<file path="src/rtl/ic_fetch_queue.sv">
`default_nettype none
// +----------------------------------------------------------------------------+
// | Module   : ic_fetch_queue                                                  |
// | Purpose  : Instruction fetch unit. Issues block-aligned I-cache requests,  |
// |            queues the returned instructions with their PCs and hands them  |
// |            to decode. Handles pipeline redirects, including dropping a     |
// |            response that was already in flight.                            |
// | Options  : define IC_FETCH_PERF_EN to build the performance counters;      |
// |            without it perf_stall_cnt and perf_redirect_cnt are tied to 0.  |
// | Revision : 1.0 - initial release                                           |
// +----------------------------------------------------------------------------+
module ic_fetch_queue #(
  parameter int              ADDR        = 32,
  parameter int              INST        = 32,
  parameter int              FETCH_WIDTH = 2,
  parameter int              DEPTH       = 8,
  parameter logic [ADDR-1:0] RESET_PC    = '0
) (
  input  logic                        clk,
  input  logic                        reset,
  output logic                        ic_req_valid,
  output logic [ADDR-1:0]             ic_req_addr,
  input  logic                        ic_req_ready,
  input  logic                        ic_resp_valid,
  input  logic [INST*FETCH_WIDTH-1:0] ic_resp_inst,
  input  logic                        redirect_valid,
  input  logic [ADDR-1:0]             redirect_pc,
  output logic                        dec_valid,
  input  logic                        dec_ready,
  output logic [INST-1:0]             dec_inst,
  output logic [ADDR-1:0]             dec_pc,
  output logic [31:0]                 perf_stall_cnt,
  output logic [31:0]                 perf_redirect_cnt
);

  localparam int INST_BYTES = INST / 8;
  localparam int BLK_BYTES  = FETCH_WIDTH * INST_BYTES;
  localparam int INST_SHIFT = $clog2(INST_BYTES);
  localparam int PTR_W      = $clog2(DEPTH);
  localparam int CNT_W      = PTR_W + 1;

  localparam logic [1:0] IDLE = 2'd0;
  localparam logic [1:0] REQ  = 2'd1;
  localparam logic [1:0] WAIT = 2'd2;
  localparam logic [1:0] DROP = 2'd3;

  logic [1:0]       state;
  logic [ADDR-1:0]  fetch_pc;
  logic [PTR_W-1:0] rd_ptr;
  logic [PTR_W-1:0] wr_ptr;
  logic [CNT_W-1:0] count;
  logic [INST-1:0]  mem_inst [DEPTH];
  logic [ADDR-1:0]  mem_pc   [DEPTH];

  logic [ADDR-1:0]  blk_base;
  logic [CNT_W-1:0] slot_off;
  logic [CNT_W-1:0] push_amt;
  logic [CNT_W-1:0] free_cnt;
  logic             can_req;
  logic             push;
  logic             pop;

  // Block base and the slot the fetch PC points into; slots below it are skipped.
  assign blk_base = fetch_pc & ~ADDR'(BLK_BYTES - 1);
  assign slot_off = CNT_W'((fetch_pc & ADDR'(BLK_BYTES - 1)) >> INST_SHIFT);
  assign free_cnt = CNT_W'(DEPTH) - count;
  // Space is reserved before requesting, so a response can never overflow.
  assign can_req  = free_cnt >= CNT_W'(FETCH_WIDTH);
  // A redirect always wins over a returning block, so the block is dropped.
  assign push     = (state == WAIT) && ic_resp_valid && !redirect_valid;
  assign push_amt = push ? (CNT_W'(FETCH_WIDTH) - slot_off) : '0;
  assign pop      = dec_valid && dec_ready;

  // A redirect withdraws the request in the same cycle so the cache never sees it.
  assign ic_req_valid = (state == REQ) && !redirect_valid;
  assign ic_req_addr  = ic_req_valid ? blk_base : '0;

  assign dec_valid = (count != '0);
  assign dec_inst  = dec_valid ? mem_inst[rd_ptr] : '0;
  assign dec_pc    = dec_valid ? mem_pc[rd_ptr]   : '0;

  // Fetch state machine and fetch PC.
  always_ff @(posedge clk) begin
    if (reset) begin
      state    <= IDLE;
      fetch_pc <= RESET_PC;
    end else begin
      if (redirect_valid) begin
        fetch_pc <= redirect_pc;
      end else if (push) begin
        fetch_pc <= blk_base + ADDR'(BLK_BYTES);
      end
      case (state)
        IDLE: if (!redirect_valid && can_req) state <= REQ;
        REQ: begin
          if (redirect_valid)    state <= IDLE;
          else if (ic_req_ready) state <= WAIT;
        end
        WAIT: begin
          // Redirect with no data yet: the in-flight block must still be swallowed.
          if (redirect_valid)     state <= ic_resp_valid ? IDLE : DROP;
          else if (ic_resp_valid) state <= IDLE;
        end
        DROP: if (ic_resp_valid) state <= IDLE;
        default: state <= IDLE;
      endcase
    end
  end

  // Queue pointers and occupancy; a redirect flushes and overrides any pop.
  always_ff @(posedge clk) begin
    if (reset || redirect_valid) begin
      rd_ptr <= '0;
      wr_ptr <= '0;
      count  <= '0;
    end else begin
      if (pop)  rd_ptr <= rd_ptr + PTR_W'(1);
      if (push) wr_ptr <= wr_ptr + push_amt[PTR_W-1:0];
      count <= count + push_amt - CNT_W'(pop);
    end
  end

  // Queue storage: write the useful slots of a returned block in slot order.
  always_ff @(posedge clk) begin
    if (push) begin
      for (int k = 0; k < FETCH_WIDTH; k++) begin
        if (CNT_W'(k) >= slot_off) begin
          mem_inst[wr_ptr + PTR_W'(k) - slot_off[PTR_W-1:0]] <= ic_resp_inst[k*INST +: INST];
          mem_pc[wr_ptr + PTR_W'(k) - slot_off[PTR_W-1:0]]   <= blk_base + ADDR'(k * INST_BYTES);
        end
      end
    end
  end

`ifdef IC_FETCH_PERF_EN
  logic [31:0] stall_cnt;
  logic [31:0] redir_cnt;

  // Saturating counters: stalled idle cycles and redirect cycles.
  always_ff @(posedge clk) begin
    if (reset) begin
      stall_cnt <= '0;
      redir_cnt <= '0;
    end else begin
      if ((state == IDLE) && !can_req && (stall_cnt != '1)) stall_cnt <= stall_cnt + 32'd1;
      if (redirect_valid && (redir_cnt != '1))               redir_cnt <= redir_cnt + 32'd1;
    end
  end

  assign perf_stall_cnt    = stall_cnt;
  assign perf_redirect_cnt = redir_cnt;
`else
  assign perf_stall_cnt    = '0;
  assign perf_redirect_cnt = '0;
`endif

endmodule
`default_nettype wire

</file>
<file path="config.mk">
export PLATFORM = sky130hd
export DESIGN_NAME = ic_fetch_queue
export DESIGN_NICKNAME = d
export VERILOG_FILES = /design/src/rtl/ic_fetch_queue.sv
export SDC_FILE = /design/constraint.sdc
export NUM_CORES = 1
export LEC_CHECK = 0
export ABC_CLOCK_PERIOD_IN_PS = 10100
export CAP_MARGIN = 10
export CORE_MARGIN = 2
export CORE_UTILIZATION = 60
export CTS_CLUSTER_SIZE = 24
export DETAILED_ROUTE_END_ITERATION = 8
export GPL_TIMING_DRIVEN = 0
export PLACE_DENSITY = 0.83
export SLEW_MARGIN = 30
export SYNTH_ARGS = -nofsm -noshare
export SYNTH_HDL_FRONTEND = slang
export SYNTH_SLANG_ARGS = --single-unit
</file>
<file path="constraint.sdc">
create_clock -name clk -period 10.1 [get_ports clk]
set_input_delay 2.02 -clock clk [delete_from_list [all_inputs] [get_ports clk]]
set_output_delay 2.02 -clock clk [all_outputs]
set_load 0.03 [all_outputs]
</file>
==> results of run 1 <==
how the worst max path moves through the flow:
stage                         startpoint         endpoint  slack (ns)  cells past startpoint
final                     redirect_valid  ic_req_addr[22]        3.43                      6
after global routing      redirect_valid  ic_req_addr[22]        3.35                      6
after CTS                 redirect_valid  ic_req_addr[22]        3.37                      6
after detailed placement  redirect_valid  ic_req_addr[22]        3.37                      6
after global placement     ic_resp_valid    mem_pc[3][24]        2.40                      7
after floorplan           redirect_valid  ic_req_addr[22]        4.73                      4
where the power goes:
group	leakage (nW)	switching [mW]	internal (mW)
sequential	4.48	0.0183	2.44
combinational	4.97	0.587	0.399
clock	0.794	0.833	1.07
total	10.2	1.44	3.91
stage by stage:
stage / std cells / area, sq um / utilization [%] / setup WS (ns)
finish: 2806 / 31900 / 71.99 / 3.428
global route: 2806 / 31900 / 71.99 / 3.348
CTS: 2806 / 31900 / 71.98 / 3.368
detailed placement: 2709 / 30260 / 68.28 / 3.365
global placement: 2693 / 29900 / 67.47 / 2.404
floorplan: 1910 / 27250 / - / 4.729
final cells by class:
class                      count  area, sq um
inverter                      23        86.33
clock inverter                17        151.4
buffer                       216         1126
multi-input combinational   1130        10360
fill                        2886        12410
sequential                   541        15720
tap                          592        740.7
timing repair buffer         207         2230
clock buffer                  80         1490
synthesized netlist by cell type, drive strengths merged, types with 20 or more instances:
| cell | instances |
|---|---|
| a21oi | 20 |
| and2 | 266 |
| buf | 96 |
| clkbuf | 120 |
| dfxtp | 53 |
| edfxtp | 488 |
| inv | 23 |
| mux2 | 256 |
| mux2i | 63 |
| mux4 | 124 |
| nand2 | 38 |
| nor2 | 97 |
metal layers:
layer  share of wire (%)  GRT usage (%)
met5               0.019              0
met4                 2.9          9.543
met3                 8.4          4.604
met2                  51          49.62
met1                  37          37.07
sequential cells by signal, indices dropped and copies added (netlist names), named ones only:
name	count
rd_ptr	3
fetch_pc	30
count	4
mem_inst	256
state	2
mem_pc	240
wr_ptr	3
kinds of logic (layout without fill, tap and decap cells):
kind of cell	after synthesis	after routing	share of synthesized area, %
AOI/OAI and AO/OA	80	80	2.049
xor gates and xnor gates	18	18	0.5840
muxes	443	443	23.36
other	1	69	0.01389
adders and majority gates	17	17	0.8436
and+or+nand+nor	503	503	10.57
buffers and inverters	239	543	4.357
DFF	541	541	58.22
critical path, stage by stage:
cell             delay [ns]
clkdlybuf4s50_1        0.44
clkbuf_1               0.26
nor3b_1                0.66
clkbuf_1               0.37
and2_1                 0.22
clkdlybuf4s50_1        0.68
==> summary.txt, run 1 <==
Global route
  – Total GRT Usage: 28.63%
  – Antenna violations before repair: 1
  – First-pass GRT wire length: 101300 um
  – Largest net degree at the start of global routing: 39
  – Vias in the first global route: 17490
  – Grt ovf: 0

Logic synthesis
  – Mapped cell area: 26990 sq um
  – Synth Register Bits: 541
  – Synthesized instance count: 1842
  – Synth async-reset ratio: 0%
  – Synth top area cells: edfxtp_1, mux2_2, mux4_2
  – Register area share after synthesis: 58.22%
  – Most used DFF post-synth: edfxtp_1
  – YS warnings: 0
  – Yosys top cell by area: edfxtp_1
  – Netlist cell types: 59
  – Avg Cell Area, Syn: 14.65 sq um
  – Post-synth EDFFs: 488
  – Share of the synthesized area in the top cell type: 54.29%

STA
  – Fin. max-slew vios: 0
  – Final Cycle Share: 66.06%
  – Final Hold Vio Count: 0
  – Min Tclk post-route: 6.672 ns
  – Max Clock Skew: 0.02242 ns
  – Worst-margin pin slew: 0.9940 ns
  – Fmax: 149.9 MHz
  – Max transition margin: 33.74%
  – RSZ-0062 raised after global routing: false
  – Hold slack: 0.4749 ns
  – TNS Setup: 0 ns
  – Final Setup Violations: 0

Clocking
  – Root buffer cell: clkbuf_16
  – Clk_lat worst skew: 0.62 ns
  – Hold buffers post-CTS: 0
  – CTS resizes: 0
  – # clock sinks: 541
  – H-Tree Depth: 2
  – CTS tree: done
  – Num CTS Buffers: 54
  – # Post-CTS Setup Buffers: 0
  – Clock buffer depth: 3
  – Clk slew on worst S/H paths: 0.06 ns

Setup path
  – Worst r2r dst: mem_pc[3][23]
  – CP max FO: 10
  – Setup crit start kind: input port
  – Worst path arrival time: 4.65 ns
  – R2R depth: 9
  – Type of the worst setup path: in2out
  – Crit path required time: 8.08 ns
  – FF-to-FF Start: fetch_pc[2]
  – Reg2reg setup slack: 6.14 ns
  – Element type at the critical path end: output pin

Route
  – Vias/cell: 6.090
  – DRC: 0
  – Initial drt markers: 1796
  – DRT antenna net count: 0
  – First-pass DRT Iterations: 8
  – DRT Wirelength: 66810 um
  – Wire length per cell: 23.81 um
  – Via count: 17090

Run status
  – Outcome: completed

Job
  – Max-Cap Viols: 0

Placed design
  – # port buffers: 191
  – Placer Congestion: 0.8920
  – Hpwl dp: 43120 um

Cells and area
  – Diodes inserted: 0
  – Commonest non-fill, non-tap cell in the layout: edfxtp_1
  – Nets: 2292
  – Share of layout cells above drive strength 1: 25.65%
  – Most frequent cells in the layout: edfxtp_1, and2_1, mux2_2, clkdlybuf4s50_1, clkbuf_1
  – Area grow syn2layout: 18.19%

Floorplanning
  – Die Wd: 216.1 um
  – Starting Density: 60.91%
  – Core Box Area: 44320 sq um
  – Row count: 77
  – Num ports: 264
  – Chip height: 216.1 um
  – Total die area: 46700 sq um

Hold path
  – Hold Path Class: reg2reg
  – Worst Hold Path EP: mem_pc[7][2]
  – Hold_sp: mem_pc[7][2]
  – Worst hold stages: 2

Pwr
  – Cell Pwr Density: 167.6 nW/um^2
  – LEAKAGE: 10.24 nW
  – VDD IR max: 142.4 uV
  – Total power: 5.348 mW
Note: power is estimated with default switching activity, not from simulation.
==> run 2: changes to the inputs <==
--- a/config.mk
+++ b/config.mk
@@ -5,14 +5,14 @@
 export SDC_FILE = /design/constraint.sdc
 export NUM_CORES = 1
 export LEC_CHECK = 0
-export ABC_CLOCK_PERIOD_IN_PS = 10100
+export ABC_CLOCK_PERIOD_IN_PS = 5950
 export CAP_MARGIN = 10
 export CORE_MARGIN = 2
-export CORE_UTILIZATION = 60
+export CORE_UTILIZATION = 52
 export CTS_CLUSTER_SIZE = 24
 export DETAILED_ROUTE_END_ITERATION = 8
 export GPL_TIMING_DRIVEN = 0
-export PLACE_DENSITY = 0.83
+export PLACE_DENSITY = 0.77
 export SLEW_MARGIN = 30
 export SYNTH_ARGS = -nofsm -noshare
 export SYNTH_HDL_FRONTEND = slang
==> constraint.sdc (replaced) <==
create_clock -name clk -period 5.95 [get_ports clk]
set_input_delay 1.19 -clock clk [delete_from_list [all_inputs] [get_ports clk]]
set_output_delay 1.19 -clock clk [all_outputs]
set_load 0.03 [all_outputs]
==> summary.txt, run 2 (synthesis results as in run 1) <==
Setup path
  – Crit path required time: 4.76 ns (-3.32 ns)
  – CP most frequent cell: clkbuf_1
  – Worst path arrival time: 4.09 ns (-0.56 ns)
  – Max stage delay cell, worst path: clkbuf_1
  – Element type at the critical path end: output pin
  – Worst path max stage delay: 0.72 ns (+0.04 ns)
  – Type of the worst setup path: reg2out
  – CP max FO: 10 (unchanged)
  – Crit-path cells: clkbuf_1 > clkbuf_1 > clkbuf_1 > mux4_2 > mux2i_1 > nor2_1 > clkdlybuf4s50_1
  – Setup crit start kind: register

Floorplanning
  – Chip height: 231.8 um (+7.3%)
  – Starting Density: 52.62% (-8.3 points)
  – Die Wd: 231.8 um (+7.3%)
  – Total die area: 53750 sq um (+15%)
  – Row count: 83 (+7.8%)
  – Num ports: 264 (unchanged)
  – Core Box Area: 51300 sq um (+16%)

STA
  – RSZ-0062 raised after global routing: false
  – Fin. max-slew vios: 0 (unchanged)
  – Max Clock Skew: 0.02305 ns (+0.0006340 ns)
  – Final Cycle Share: 88.76%
  – Final Setup Violations: 0 (unchanged)
  – Final Hold Vio Count: 0 (unchanged)
  – Max transition margin: 36.58% (+2.8 points)
  – Min Tclk post-route: 5.281 ns
  – Fmax: 189.3 MHz
  – TNS Setup: 0 ns (unchanged)
  – Worst-margin pin slew: 0.9512 ns (-0.04274 ns)

Route
  – DRC: 0 (unchanged)
  – Initial drt markers: 1627 (-9.4%)
  – WL met2: 33810 um (-1.2%)
  – Vias/cell: 5.762 (-5.4%)
  – Wire length per cell: 23.02 um (-3.3%)
  – Metal-1 WL: 25870 um (+3.3%)
  – DRT antenna net count: 0 (unchanged)
  – First-pass DRT Iterations: 6 (-2)
  – Via count: 16750 (-2.0%)
  – Met3 Wirelength: 5200 um (-7.0%)
  – DRT Wirelength: 66890 um (+0.11%)
  – Top sig layer: met5

Placed design
  – Placed cell areas: 30390 sq um (+0.43%)
  – Placer Congestion: 0.8811 (-1.2%)
  – Hpwl dp: 44340 um (+2.8%)
  – # port buffers: 191 (unchanged)

Pwr
  – Combinational share of power: 18.1% (-0.3 points)
  – VDD IR max: 231.8 uV (+63%)
  – Clock power share: 36.9% (+1.3 points)
  – P_int: 6.801 mW (+74%)
  – Sequential power share: 45.0% (-1.0 points)
  – LEAKAGE: 10.32 nW (+0.76%)
  – Sw power: 2.479 mW (+72%)
  – Switching portion of total power: 26.72% (-0.19 points)
  – Cell Pwr Density: 288.4 nW/um^2 (+72%)

Global route
  – First-pass GRT wire length: 101200 um (about the same)
  – Grt ovf: 0 (unchanged)
  – Total GRT Usage: 24.96% (-3.7 points)
  – Vias in the first global route: 17390 (-0.59%)
  – Antenna violations before repair: 4 (+3)
  – Largest net degree at the start of global routing: 39 (unchanged)

Clocking
  – Num CTS Buffers: 56 (+3.7%)
  – CTS tree: done
  – # Post-CTS Setup Buffers: 0 (unchanged)
  – CTS resizes: 0 (unchanged)
  – Clock buffer depth: 3 (unchanged)
  – Hold buffers post-CTS: 0 (unchanged)
  – Clk slew on worst S/H paths: 0.06 ns (about the same)
  – Root buffer cell: clkbuf_16
  – # clock sinks: 541 (unchanged)
  – Clk_lat worst skew: 0.61 ns (about the same)
  – H-Tree Depth: 2 (unchanged)

Run status
  – Outcome: completed

Cells and area
  – Largest register FFs: 256 (unchanged)
  – Commonest non-fill, non-tap cell in the layout: edfxtp_1
  – Area grow syn2layout: 19.21%
  – Final Cell Area: 32180 sq um (+0.86%)
  – Most frequent cells in the layout: edfxtp_1, and2_1, mux2_2, clkdlybuf4s50_1, clkbuf_1
  – Nets: 2295 (+0.13%)
  – Share of layout cells above drive strength 1: 26.15% (+0.49 points)

Hold path
  – Hold Path Class: reg2reg

Job
  – Max-Cap Viols: 0 (unchanged)
[run 2: changes by cell type in the layout (fill, tap and decap cells not counted), sizes merged]
cell / previous run / this run
clkinvlp: 0 / 3
clkbuf: 201 / 195
inv: 23 / 26
buf: 111 / 110
clkinv: 15 / 21
bufinv: 2 / 5
diode: 0 / 4
[run 2: per-stage QoR]
stage | utilization [%] | power [mW] | hold WS [ns] | worst slack (ns) | instances
after floorplan | - | 5.272 | 0.4365 | 1.800 | 1910
after global placement | 58.50 | 5.895 | 0.4462 | -0.9837 | 2781
after detailed placement | 59.24 | 5.941 | 0.4552 | 0.9857 | 2798
after CTS | 62.70 | 9.331 | 0.4628 | 0.5514 | 2902
after global routing | 62.72 | 9.583 | 0.5045 | 0.4435 | 2904
final | 62.73 | 9.280 | 0.4675 | 0.6688 | 2906
[run 2: cell type report]
type / count / area, sq um
diodes: 4 / 10.01
inverters: 23 / 86.33
multi-input cells: 1130 / 10360
well taps: 680 / 850.8
repair buffers: 208 / 2251
clock inverters: 32 / 291.5
plain buffers: 216 / 1127
clock buffers: 72 / 1483
fillers: 3858 / 19120
flip-flops and latches: 541 / 15720
[run 2: worst paths after layout]
path	from	endpoint	slack, ns	cells past startpoint
worst max-delay path	register	dec_pc[31]	0.67	7
worst min register to register	mem_pc[7][2]	mem_pc[7][2]	0.47	2
worst min-delay path	mem_pc[7][2]	mem_pc[7][2]	0.47	2
worst max register to register	fetch_pc[2]	mem_inst[1][12]	2.22	9
[run 2: per-layer routing]
layer	vias up	GRT usage, %
met4	2	8.253
li1	7505	-
met3	134	4.629
met2	726	43.03
met5	-	0
met1	8378	31.85
[run 2: power by group through the flow]
| stage | Sequential (mW) | Clock (mW) | Combinational, mW |
|---|---|---|---|
| final | 4.17 | 3.42 | 1.68 |
| after global routing | 4.18 | 3.61 | 1.80 |
| after CTS | 4.17 | 3.46 | 1.70 |
| after detailed placement | 4.25 | 0 | 1.69 |
| after global placement | 4.25 | 0 | 1.64 |
| after floorplan | 4.24 | 0 | 1.03 |
[run 2: worst max-delay path: cells and delay by family (launching register included)]
family,cells,cell delay (ns)
multiplexers,2,0.45
flip-flops,1,0.31
buffers and inverters,4,2.49
AND/OR/NAND/NOR,1,0.24
==> run 3: changes to the inputs <==
--- a/config.mk
+++ b/config.mk
@@ -9,6 +9,7 @@
 export CAP_MARGIN = 10
 export CORE_MARGIN = 2
 export CORE_UTILIZATION = 52
+export CTS_BUF_LIST = sky130_fd_sc_hd__clkbuf_16
 export CTS_CLUSTER_SIZE = 24
 export DETAILED_ROUTE_END_ITERATION = 8
 export GPL_TIMING_DRIVEN = 0
==> summary.txt, run 3 (synthesis results as in run 1) <==
Run status
  – Outcome: completed

Setup path
  – CP most frequent cell: clkbuf_1
  – Setup crit start kind: register
  – FF-to-FF Start: fetch_pc[2]
  – CP max FO: 10 (unchanged)
  – Worst path max stage delay: 0.75 ns (+0.03 ns)
  – Worst path arrival time: 4.13 ns (+0.04 ns)
  – Worst r2r dst: mem_inst[1][24]
  – Max stage delay cell, worst path: clkbuf_1
  – Crit path required time: 4.76 ns (about the same)
  – R2R depth: 9 (unchanged)
  – Crit-path cells: clkbuf_1 > clkbuf_1 > clkbuf_1 > mux4_2 > mux2i_1 > nor2_1 > clkdlybuf4s50_1
  – Element type at the critical path end: output pin
  – Reg2reg setup slack: 2.22 ns (about the same)
  – Top delay family on crit path: buffers and inverters
  – Type of the worst setup path: reg2out
  – CP Buf/Inv Count: 4 (unchanged)

Placed design
  – Placer Congestion: 0.8811 (unchanged)
  – # port buffers: 191 (unchanged)
  – Dpl cells: 2798 (unchanged)
  – Setup WS pre-CTS: 0.9857 ns (unchanged)
  – Hpwl dp: 44340 um (unchanged)

STA
  – Final Setup Violations: 0 (unchanged)
  – Fmax: 188.1 MHz (-0.67%)
  – Max Clock Skew: 0.01932 ns (-0.003734 ns)
  – Final Hold Vio Count: 0 (unchanged)
  – Max transition margin: 36.78% (+0.19 points)
  – Worst Setup Slack, final: 0.6331 ns (-0.03568 ns)
  – Worst-margin pin slew: 0.9484 ns (-0.002863 ns)
  – Hold slack: 0.4683 ns (+0.0008510 ns)
  – Final Cycle Share: 89.36% (+0.60 points)
  – Fin. max-slew vios: 0 (unchanged)
  – RSZ-0062 raised after global routing: false
  – Min Tclk post-route: 5.317 ns (+0.03568 ns)

Global route
  – Antenna violations before repair: 4 (unchanged)
  – Grt ovf: 0 (unchanged)
  – Vias in the first global route: 17380 (-0.040%)
  – Largest net degree at the start of global routing: 39 (unchanged)
  – Total GRT Usage: 24.96% (unchanged)
  – First-pass GRT wire length: 101200 um (about the same)

Route
  – DRC: 0 (unchanged)
  – Wire length per cell: 23.02 um (about the same)
  – Top sig layer: met5
  – Met3 Wirelength: 5240 um (+0.77%)
  – First-pass DRT Iterations: 5 (-1)
  – Vias/cell: 5.783 (+0.36%)
  – Initial drt markers: 1596 (-1.9%)
  – DRT Wirelength: 66840 um (about the same)
  – Via count: 16790 (+0.29%)
  – WL met2: 33730 um (-0.26%)
  – DRT antenna net count: 0 (unchanged)
  – Metal-1 WL: 25850 um (about the same)

Clocking
  – # clock sinks: 541 (unchanged)
  – Hold buffers post-CTS: 0 (unchanged)
  – Clock buffer depth: 3 (unchanged)
  – # Post-CTS Setup Buffers: 0 (unchanged)
  – Root buffer cell: clkbuf_16
  – H-Tree Depth: 2 (unchanged)
  – CTS resizes: 0 (unchanged)
  – Clk slew on worst S/H paths: 0.06 ns (about the same)
  – CTS tree: done
  – Num CTS Buffers: 56 (unchanged)
  – Clk_lat worst skew: 0.60 ns (about the same)

Floorplanning
  – Starting Density: 52.62% (unchanged)
  – Core Box Area: 51300 sq um (unchanged)
  – Total die area: 53750 sq um (unchanged)
  – Die Wd: 231.8 um (unchanged)
  – Row count: 83 (unchanged)
  – Chip height: 231.8 um (unchanged)
  – Num ports: 264 (unchanged)

Hold path
  – Hold Path Class: reg2reg
  – Worst Hold Path EP: mem_pc[7][2]
  – Worst hold stages: 2 (unchanged)
  – Hold_sp: mem_pc[7][2]

Cells and area
  – Most frequent cells in the layout: edfxtp_1, and2_1, mux2_2, clkdlybuf4s50_1, mux4_2
  – Fill count: 3858 (unchanged)
  – Largest register FFs: 256 (unchanged)
  – Area grow syn2layout: 19.19% (about the same)
  – Share of layout cells above drive strength 1: 26.15% (unchanged)
  – Register Area: 15720 sq um (unchanged)
  – Nets: 2295 (unchanged)
  – Commonest non-fill, non-tap cell in the layout: edfxtp_1
  – Finished Layout Cells: 2904 (-0.069%)
  – Multi-input gate area: 10360 sq um (unchanged)

Pwr
  – VDD IR max: 232.6 uV (+0.38%)
  – LEAKAGE: 10.38 nW (+0.60%)
  – Cell Pwr Density: 287.7 nW/um^2 (-0.24%)

Job
  – Max-Cap Viols: 0 (unchanged)
[run 3: changes by cell type in the layout (fill, tap and decap cells not counted), sizes merged]
cell	previous run	this run
diode	4	2
clkbuf	195	180
inv	26	41
[run 3: layer usage]
metal  GRT usage [%]  vias up
met5               0        -
met1           31.84     8401
met3           4.654      142
met4           8.253        2
met2           43.03      743
li1                -     7506
[run 3: tightest hold or removal path: cells and delay by family (launching register included)]
| family | cells | cell delay [ns] |
|---|---|---|
| and+or+nand+nor | 1 | 0.06 |
| AOI/OAI and AO/OA | 1 | 0.06 |
| DFF | 1 | 0.30 |
[run 3: how the worst max path moves through the flow]
| stage | startpoint | cells past startpoint | endpoint | slack, ns |
|---|---|---|---|---|
| floorplan | redirect_valid | 5 | mem_inst[2][0] | 1.80 |
| global placement | ic_resp_valid | 7 | mem_pc[2][24] | -0.98 |
| detailed placement | redirect_valid | 6 | ic_req_addr[22] | 0.99 |
| CTS | register | 7 | dec_pc[31] | 0.55 |
| global route | register | 7 | dec_pc[31] | 0.44 |
| finish | register | 7 | dec_pc[31] | 0.63 |
[run 3: where the power goes]
part | switching, mW | total, mW | internal (mW)
Combinational | 1.00 | 1.68 | 0.682
Clock | 1.45 | 3.40 | 1.95
Sequential | 0.0302 | 4.17 | 4.14
[run 3: layout make-up]
cell class	instances	area share [%]
sequential	541	48.84
multi-input combinational	1130	32.21
timing repair buffer	208	6.996
clock buffer	57	4.433
buffer	216	3.504
tap	680	2.644
clock inverter	47	1.081
inverter	23	0.2683
antenna	2	0.01556
[run 3: through the flow]
stage / area (sq um) / setup TNS, ns / power [mW] / utilization, %
after global placement: 30010 / -459.96 / 5.895 / 58.50
after floorplan: 27250 / 0 / 5.272 / -
after global routing: 32170 / 0 / 9.560 / 62.72
after CTS: 32170 / 0 / 9.307 / 62.70
final: 32170 / 0 / 9.256 / 62.72
after detailed placement: 30390 / 0 / 5.941 / 59.24
